## config.mk

```make
export PLATFORM = sky130hd
export DESIGN_NAME = id_ex_stage
export DESIGN_NICKNAME = d
export VERILOG_FILES = /design/src/rtl/id_ex_stage_pkg.sv /design/src/rtl/id_ex_stage_forward_mux.sv /design/src/rtl/id_ex_stage.sv
export SDC_FILE = /design/constraint.sdc
export NUM_CORES = 1
export LEC_CHECK = 0
export BUFFER_PORTS_ARGS = -buffer_cell sky130_fd_sc_hd__buf_2
export CORE_AREA = 5 5 144 146
export DETAILED_ROUTE_END_ITERATION = 16
export DIE_AREA = 0 0 149 151
export GPL_TIMING_DRIVEN = 0
export PLACE_DENSITY = 0.77
export SLEW_MARGIN = 20
export SYNTH_ARGS = -nofsm -noshare
export SYNTH_HDL_FRONTEND = slang
export SYNTH_SLANG_ARGS = --single-unit
```

## constraint.sdc

```tcl
create_clock -name clk -period 4.7 [get_ports clk]
set_input_delay 0.47 -clock clk [delete_from_list [all_inputs] [get_ports clk]]
set_output_delay 0.47 -clock clk [all_outputs]
set_load 0.005 [all_outputs]
```

## src/rtl/id_ex_stage_pkg.sv

```systemverilog
// Shared widths, ALU op encodings and operand-select constants for the ID/EX stage.
package id_ex_stage_pkg;

  localparam int ID_EX_DW  = 32;
  localparam int ID_EX_RW  = 5;
  localparam int ID_EX_OPW = 4;

  localparam logic [3:0] ALU_ADD  = 4'b0000;
  localparam logic [3:0] ALU_SUB  = 4'b0001;
  localparam logic [3:0] ALU_AND  = 4'b0010;
  localparam logic [3:0] ALU_OR   = 4'b0011;
  localparam logic [3:0] ALU_XOR  = 4'b0100;
  localparam logic [3:0] ALU_NOR  = 4'b0101;
  localparam logic [3:0] ALU_SLT  = 4'b0110;
  localparam logic [3:0] ALU_SLTU = 4'b0111;
  localparam logic [3:0] ALU_SLL  = 4'b1000;
  localparam logic [3:0] ALU_SRL  = 4'b1001;
  localparam logic [3:0] ALU_SRA  = 4'b1010;
  localparam logic [3:0] ALU_LUI  = 4'b1011;

  localparam logic A_SEL_RS    = 1'b0;
  localparam logic A_SEL_SHAMT = 1'b1;
  localparam logic B_SEL_RT    = 1'b0;
  localparam logic B_SEL_IMM   = 1'b1;

  typedef enum logic [1:0] {
    UPD_CAPTURE,
    UPD_HOLD,
    UPD_BUBBLE
  } upd_e;

endpackage

```

## src/rtl/id_ex_stage_forward_mux.sv

```systemverilog
// Per-source forwarding: EX/MEM beats MEM/WB beats the stored regfile value; $0 never forwards.
module ex_forward_mux
  import id_ex_stage_pkg::*;
#(
  parameter int DW = ID_EX_DW,
  parameter int RW = ID_EX_RW
) (
  input  logic [RW-1:0] src,
  input  logic [DW-1:0] stored_val,
  input  logic          exmem_reg_write,
  input  logic [RW-1:0] exmem_rd,
  input  logic [DW-1:0] exmem_result,
  input  logic          memwb_reg_write,
  input  logic [RW-1:0] memwb_rd,
  input  logic [DW-1:0] memwb_result,
  output logic [DW-1:0] fwd_val,
  output logic          exmem_hit,
  output logic          memwb_hit
);

  assign exmem_hit = exmem_reg_write && (exmem_rd != '0) && (exmem_rd == src);
  assign memwb_hit = memwb_reg_write && (memwb_rd != '0) && (memwb_rd == src);

  always_comb begin
    fwd_val = stored_val;
    if (exmem_hit) begin
      fwd_val = exmem_result;
    end else if (memwb_hit) begin
      fwd_val = memwb_result;
    end
  end

endmodule

```

## src/rtl/id_ex_stage.sv

```systemverilog
// ID/EX pipeline register with forwarded ALU operands, load-use detection and bubble insertion.
module id_ex_stage
  import id_ex_stage_pkg::*;
#(
  parameter int DW  = ID_EX_DW,
  parameter int RW  = ID_EX_RW,
  parameter int OPW = ID_EX_OPW
) (
  input  logic           clk,
  input  logic           rst_n,
  input  logic           id_valid,
  input  logic [DW-1:0]  id_pc,
  input  logic [DW-1:0]  id_rs_val,
  input  logic [DW-1:0]  id_rt_val,
  input  logic [DW-1:0]  id_imm,
  input  logic [RW-1:0]  id_shamt,
  input  logic [RW-1:0]  id_rs,
  input  logic [RW-1:0]  id_rt,
  input  logic [RW-1:0]  id_rd,
  input  logic [OPW-1:0] id_alu_op,
  input  logic           id_a_sel,
  input  logic           id_b_sel,
  input  logic           id_reg_write,
  input  logic           id_mem_read,
  input  logic           id_mem_write,
  input  logic           stall,
  input  logic           flush,
  input  logic           exmem_reg_write,
  input  logic [RW-1:0]  exmem_rd,
  input  logic [DW-1:0]  exmem_result,
  input  logic           memwb_reg_write,
  input  logic [RW-1:0]  memwb_rd,
  input  logic [DW-1:0]  memwb_result,
  output logic           load_use_stall,
  output logic           ex_valid,
  output logic [DW-1:0]  ex_pc,
  output logic [DW-1:0]  ex_alu_a,
  output logic [DW-1:0]  ex_alu_b,
  output logic [OPW-1:0] ex_alu_op,
  output logic [DW-1:0]  ex_store_data,
  output logic [RW-1:0]  ex_rd,
  output logic           ex_reg_write,
  output logic           ex_mem_read,
  output logic           ex_mem_write
);

  logic           valid_q, valid_d;
  logic [DW-1:0]  pc_q, pc_d;
  logic [DW-1:0]  rs_val_q, rs_val_d;
  logic [DW-1:0]  rt_val_q, rt_val_d;
  logic [DW-1:0]  imm_q, imm_d;
  logic [RW-1:0]  shamt_q, shamt_d;
  logic [RW-1:0]  rs_q, rs_d;
  logic [RW-1:0]  rt_q, rt_d;
  logic [RW-1:0]  rd_q, rd_d;
  logic [OPW-1:0] alu_op_q, alu_op_d;
  logic           a_sel_q, a_sel_d;
  logic           b_sel_q, b_sel_d;
  logic           reg_write_q, reg_write_d;
  logic           mem_read_q, mem_read_d;
  logic           mem_write_q, mem_write_d;

  logic [DW-1:0]  fwd_rs, fwd_rt;
  logic           rs_exmem_hit, rs_memwb_hit, rt_exmem_hit, rt_memwb_hit;
  logic           unused_exmem_hits;
  upd_e           upd;

  ex_forward_mux #(.DW(DW), .RW(RW)) u_fwd_rs (
    .src             (rs_q),
    .stored_val      (rs_val_q),
    .exmem_reg_write (exmem_reg_write),
    .exmem_rd        (exmem_rd),
    .exmem_result    (exmem_result),
    .memwb_reg_write (memwb_reg_write),
    .memwb_rd        (memwb_rd),
    .memwb_result    (memwb_result),
    .fwd_val         (fwd_rs),
    .exmem_hit       (rs_exmem_hit),
    .memwb_hit       (rs_memwb_hit)
  );

  ex_forward_mux #(.DW(DW), .RW(RW)) u_fwd_rt (
    .src             (rt_q),
    .stored_val      (rt_val_q),
    .exmem_reg_write (exmem_reg_write),
    .exmem_rd        (exmem_rd),
    .exmem_result    (exmem_result),
    .memwb_reg_write (memwb_reg_write),
    .memwb_rd        (memwb_rd),
    .memwb_result    (memwb_result),
    .fwd_val         (fwd_rt),
    .exmem_hit       (rt_exmem_hit),
    .memwb_hit       (rt_memwb_hit)
  );

  assign unused_exmem_hits = rs_exmem_hit ^ rt_exmem_hit;

  assign load_use_stall = valid_q && mem_read_q && (rd_q != '0) && id_valid &&
                          ((rd_q == id_rs) || (rd_q == id_rt));

  always_comb begin
    upd = UPD_CAPTURE;
    if (flush) begin
      upd = UPD_BUBBLE;
    end else if (stall) begin
      upd = UPD_HOLD;
    end else if (load_use_stall) begin
      upd = UPD_BUBBLE;
    end
  end

  always_comb begin
    valid_d     = valid_q;
    pc_d        = pc_q;
    rs_val_d    = rs_val_q;
    rt_val_d    = rt_val_q;
    imm_d       = imm_q;
    shamt_d     = shamt_q;
    rs_d        = rs_q;
    rt_d        = rt_q;
    rd_d        = rd_q;
    alu_op_d    = alu_op_q;
    a_sel_d     = a_sel_q;
    b_sel_d     = b_sel_q;
    reg_write_d = reg_write_q;
    mem_read_d  = mem_read_q;
    mem_write_d = mem_write_q;
    case (upd)
      UPD_BUBBLE: begin
        valid_d     = 1'b0;
        pc_d        = '0;
        rs_val_d    = '0;
        rt_val_d    = '0;
        imm_d       = '0;
        shamt_d     = '0;
        rs_d        = '0;
        rt_d        = '0;
        rd_d        = '0;
        alu_op_d    = '0;
        a_sel_d     = 1'b0;
        b_sel_d     = 1'b0;
        reg_write_d = 1'b0;
        mem_read_d  = 1'b0;
        mem_write_d = 1'b0;
      end
      UPD_HOLD: begin
        // Writebacks retiring while EX is frozen would otherwise be lost.
        if (rs_memwb_hit) rs_val_d = memwb_result;
        if (rt_memwb_hit) rt_val_d = memwb_result;
      end
      default: begin
        valid_d     = id_valid;
        pc_d        = id_pc;
        rs_val_d    = id_rs_val;
        rt_val_d    = id_rt_val;
        imm_d       = id_imm;
        shamt_d     = id_shamt;
        rs_d        = id_rs;
        rt_d        = id_rt;
        rd_d        = id_rd;
        alu_op_d    = id_alu_op;
        a_sel_d     = id_a_sel;
        b_sel_d     = id_b_sel;
        reg_write_d = id_valid && id_reg_write;
        mem_read_d  = id_valid && id_mem_read;
        mem_write_d = id_valid && id_mem_write;
      end
    endcase
  end

  always_ff @(posedge clk) begin
    if (!rst_n) begin
      valid_q     <= 1'b0;
      pc_q        <= '0;
      rs_val_q    <= '0;
      rt_val_q    <= '0;
      imm_q       <= '0;
      shamt_q     <= '0;
      rs_q        <= '0;
      rt_q        <= '0;
      rd_q        <= '0;
      alu_op_q    <= '0;
      a_sel_q     <= 1'b0;
      b_sel_q     <= 1'b0;
      reg_write_q <= 1'b0;
      mem_read_q  <= 1'b0;
      mem_write_q <= 1'b0;
    end else begin
      valid_q     <= valid_d;
      pc_q        <= pc_d;
      rs_val_q    <= rs_val_d;
      rt_val_q    <= rt_val_d;
      imm_q       <= imm_d;
      shamt_q     <= shamt_d;
      rs_q        <= rs_d;
      rt_q        <= rt_d;
      rd_q        <= rd_d;
      alu_op_q    <= alu_op_d;
      a_sel_q     <= a_sel_d;
      b_sel_q     <= b_sel_d;
      reg_write_q <= reg_write_d;
      mem_read_q  <= mem_read_d;
      mem_write_q <= mem_write_d;
    end
  end

  assign ex_valid      = valid_q;
  assign ex_pc         = pc_q;
  assign ex_alu_op     = alu_op_q;
  assign ex_rd         = rd_q;
  assign ex_reg_write  = reg_write_q;
  assign ex_mem_read   = mem_read_q;
  assign ex_mem_write  = mem_write_q;
  assign ex_alu_a      = (a_sel_q == A_SEL_SHAMT) ? {{(DW-RW){1'b0}}, shamt_q} : fwd_rs;
  assign ex_alu_b      = (b_sel_q == B_SEL_IMM) ? imm_q : fwd_rt;
  assign ex_store_data = fwd_rt;

endmodule

```

==> metrics.txt <==
Syn Area/Cell just over 8 µm²; # rows 51; pwr dens 310 nW/µm²; share of layout cells above drive strength 1 0.313; Synth Instances ~1100; # Max-Cap Violations 0; CTS tree done; Antenna Nets Post-Route 0; DR WL/cell around 20 µm; XOR/XNOR Fraction of Synth Area 0.0302; Synth top area share 0.363; CTS buffer count 17; postcts setup bufs 0; P_int between 2 and 3 mW; drt drc 0; CP Capture Type register; cells along the critical path buf_2, nor2b_1, clkbuf_1, clkbuf_1, buf_1, inv_1, ha_1, and2_1, clkbuf_1, clkbuf_1, clkbuf_1, nand2_1, o21ai_1; worst skew pair latency 0.43 ns; P_leak 4.90 nW; ys async rst share 0; area growth from synthesis to layout 32.4%; synth unique cells 46; Core Util, Final 0.598; final worst path period share 0.815; Mapped Area 8710 µm²; sequential power share 0.406; I/O Buffers between 300 and 400; vias after detailed routing between 9000 and 10000; number of setup violations in the final report 0; drt initial violations 571; Placer Congestion 0.902; simple-gate share of the synthesized area 0.278; slowest CP cell clkbuf_1; pre-CTS WS between 0.4 and 0.5 ns; RSZ-0062 raised after global routing no; most common cell in the synthesized netlist dfxtp_1; Core ar. roughly 19000 µm²; Mapped Nets around 1300; post-layout min period 3.83 ns; IO Pins 380; clk root buf clkbuf_16; VDD IR max 234 µV; Switching Share 0.291; critical path class in2reg; CTS max path bufs 2; min-delay worst type in2reg; Clock Pin Slew Worst Setup and Hold Paths about 0.07 ns; Slew HR 0.408; family with the most delay on the worst path buffers and inverters; Total Nets Final between 1500 and 2000; first-pass GRT wire length 51.7 mm; GRT Util Overall 0.295; initial antenna violation count 5; CP Data Required Time 5.03 ns; EDFF count, synth 0; Seq/Total Area, Yosys 0.363; Die Span Y about 150 µm; Fillers 1816; drt pass-1 iters 5; ys flop type dfxtp_1; Die Wd 149 µm; largest family of logic cells by synthesized area simple AND/OR/NAND/NOR gates; NetSw 1.04 mW; final setup margin 0.868 ns; overall routed net length roughly 35 mm; Crit path top cell by count clkbuf_1; Compound-Gate Fraction of Synth Area 0.190; Critical Path Start Type input port; Yosys top cell by area dfxtp_1; CTS hold repair buffers 0; CTS resizes 0; worst-path maximum fanout 10; commonest cells in the synthesized netlist dfxtp_1 (158), nor2b_1 (100), a21oi_1 (95); Synth warnings 0; DP Cell Count around 1700; critical path arrival around 4.2 ns; Setup TNS 0 ns; max-slew violation count 0; area of the die between 20000 and 25000 µm²; post-synthesis mux area share 0.0724; outcome completed; H-tree levels 4; Area contributors post-synth dfxtp_1 (36%), nor3b_1 (7.8%), nor2b_1 (7.2%), a21oi_1 (5.5%), a211oi_1 (3.2%); largest net degree at the start of global routing 17; worst slew pin tran just under 0.9 ns; flop and latch count out of synthesis between 150 and 200; maximum clock frequency 0.261 GHz; Clock Skews between 0.01 and 0.015 ns; GRT overflow 0; CP max stage delay between 0.5 and 0.6 ns; Initial Utilization 0.452; adder-cell share of the synthesized area 0.00144; clock net sink count between 150 and 200; Final Power around 3.6 mW; DP HPWL approximately 27 mm; Comb power frac 0.203; Clk pwr share 0.391; Worst Path Buf+Inv 8; vias per inst about 5.5; Final Hold Fails 0; vias in the first global route around 9400; Finished Layout Cells ~1700
==> routing by layer <==
metal  global-route usage  vias up  share of wire
met5                    0        -         0.0013
met4               0.0842        8          0.023
met3               0.0739       73          0.091
met2                0.511      500           0.48
met1                0.365     4492           0.40
li1                     -     4496              -
==> tightest hold or removal path: stages <==
cell and delay (ns):
buf_2 0.08, nand2_1 0.04, o21ai_1 0.06
==> state kept, by name, indices dropped and copies added, names as in the netlist, 4 cells and up <==
register / count
shamt_q: 5
rs_q: 5
ex_alu_op: 4
rs_val_q: 32
ex_pc: 32
imm_q: 32
ex_rd: 5
rt_val_q: 32
rt_q: 5
==> final cells by class <==
type	count	area, µm²	share of cell area
diodes	6	15.0	0.00130
plain buffers	97	452	0.0392
clock buffers	20	447	0.0387
clock inverters	11	134	0.0116
inverters	30	113	0.00976
multi-input cells	770	4980	0.432
flip-flops and latches	158	3160	0.274
well taps	265	332	0.0288
repair buffers	379	1900	0.164
==> layout by cell type (no fill, tap or decap), types with 32 or more instances in the layout <==
cell	count
nor3b_1	91
dfxtp_1	158
nor3_1	36
nand2_1	65
buf_2	387
nor2_1	35
o21ai_1	55
a21oi_1	95
clkbuf_1	76
nor2b_1	100
a211oi_1	37
o21ai_0	32
==> metrics by stage <==
stage | hold slack (ns) | area [µm²]
2_1_floorplan | 0.473 | 8710
3_3_place_gp | 0.485 | 10900
3_5_place_dp | 0.490 | 10900
6_report | 0.251 | 11500
4_1_cts | 0.236 | 11500
5_1_grt | 0.244 | 11500
==> cells by family (layout without fill, tap and decap cells) <==
group,Yosys count,count (layout)
mux,59,59
buf+inv,127,537
other cells,0,6
fa+ha+maj,1,1
compound gates,273,273
flops,158,158
simple gates,407,407
xor+xnor,30,30
==> power groups by stage <==
stage | clock [mW] | sequential [mW] | combinational [mW]
6_report | 1.40 | 1.45 | 0.728
5_1_grt | 1.47 | 1.46 | 0.790
4_1_cts | 1.41 | 1.45 | 0.724
3_5_place_dp | 0 | 1.48 | 0.718
3_3_place_gp | 0 | 1.48 | 0.709
2_1_floorplan | 0 | 1.47 | 0.379
==> worst paths after layout <==
check | from | to | slack, ns | cells past startpoint
setup / recovery | flush | rt_val_q[29] | 0.87 | 13
hold / removal | id_rt_val[4] | rt_val_q[4] | 0.25 | 3
setup reg to reg | ex_rd[4] | rt_val_q[29] | 1.13 | 12
hold reg to reg | ex_alu_op[2] | ex_alu_op[2] | 0.51 | 2
Note: power is estimated with default switching activity, not from simulation.
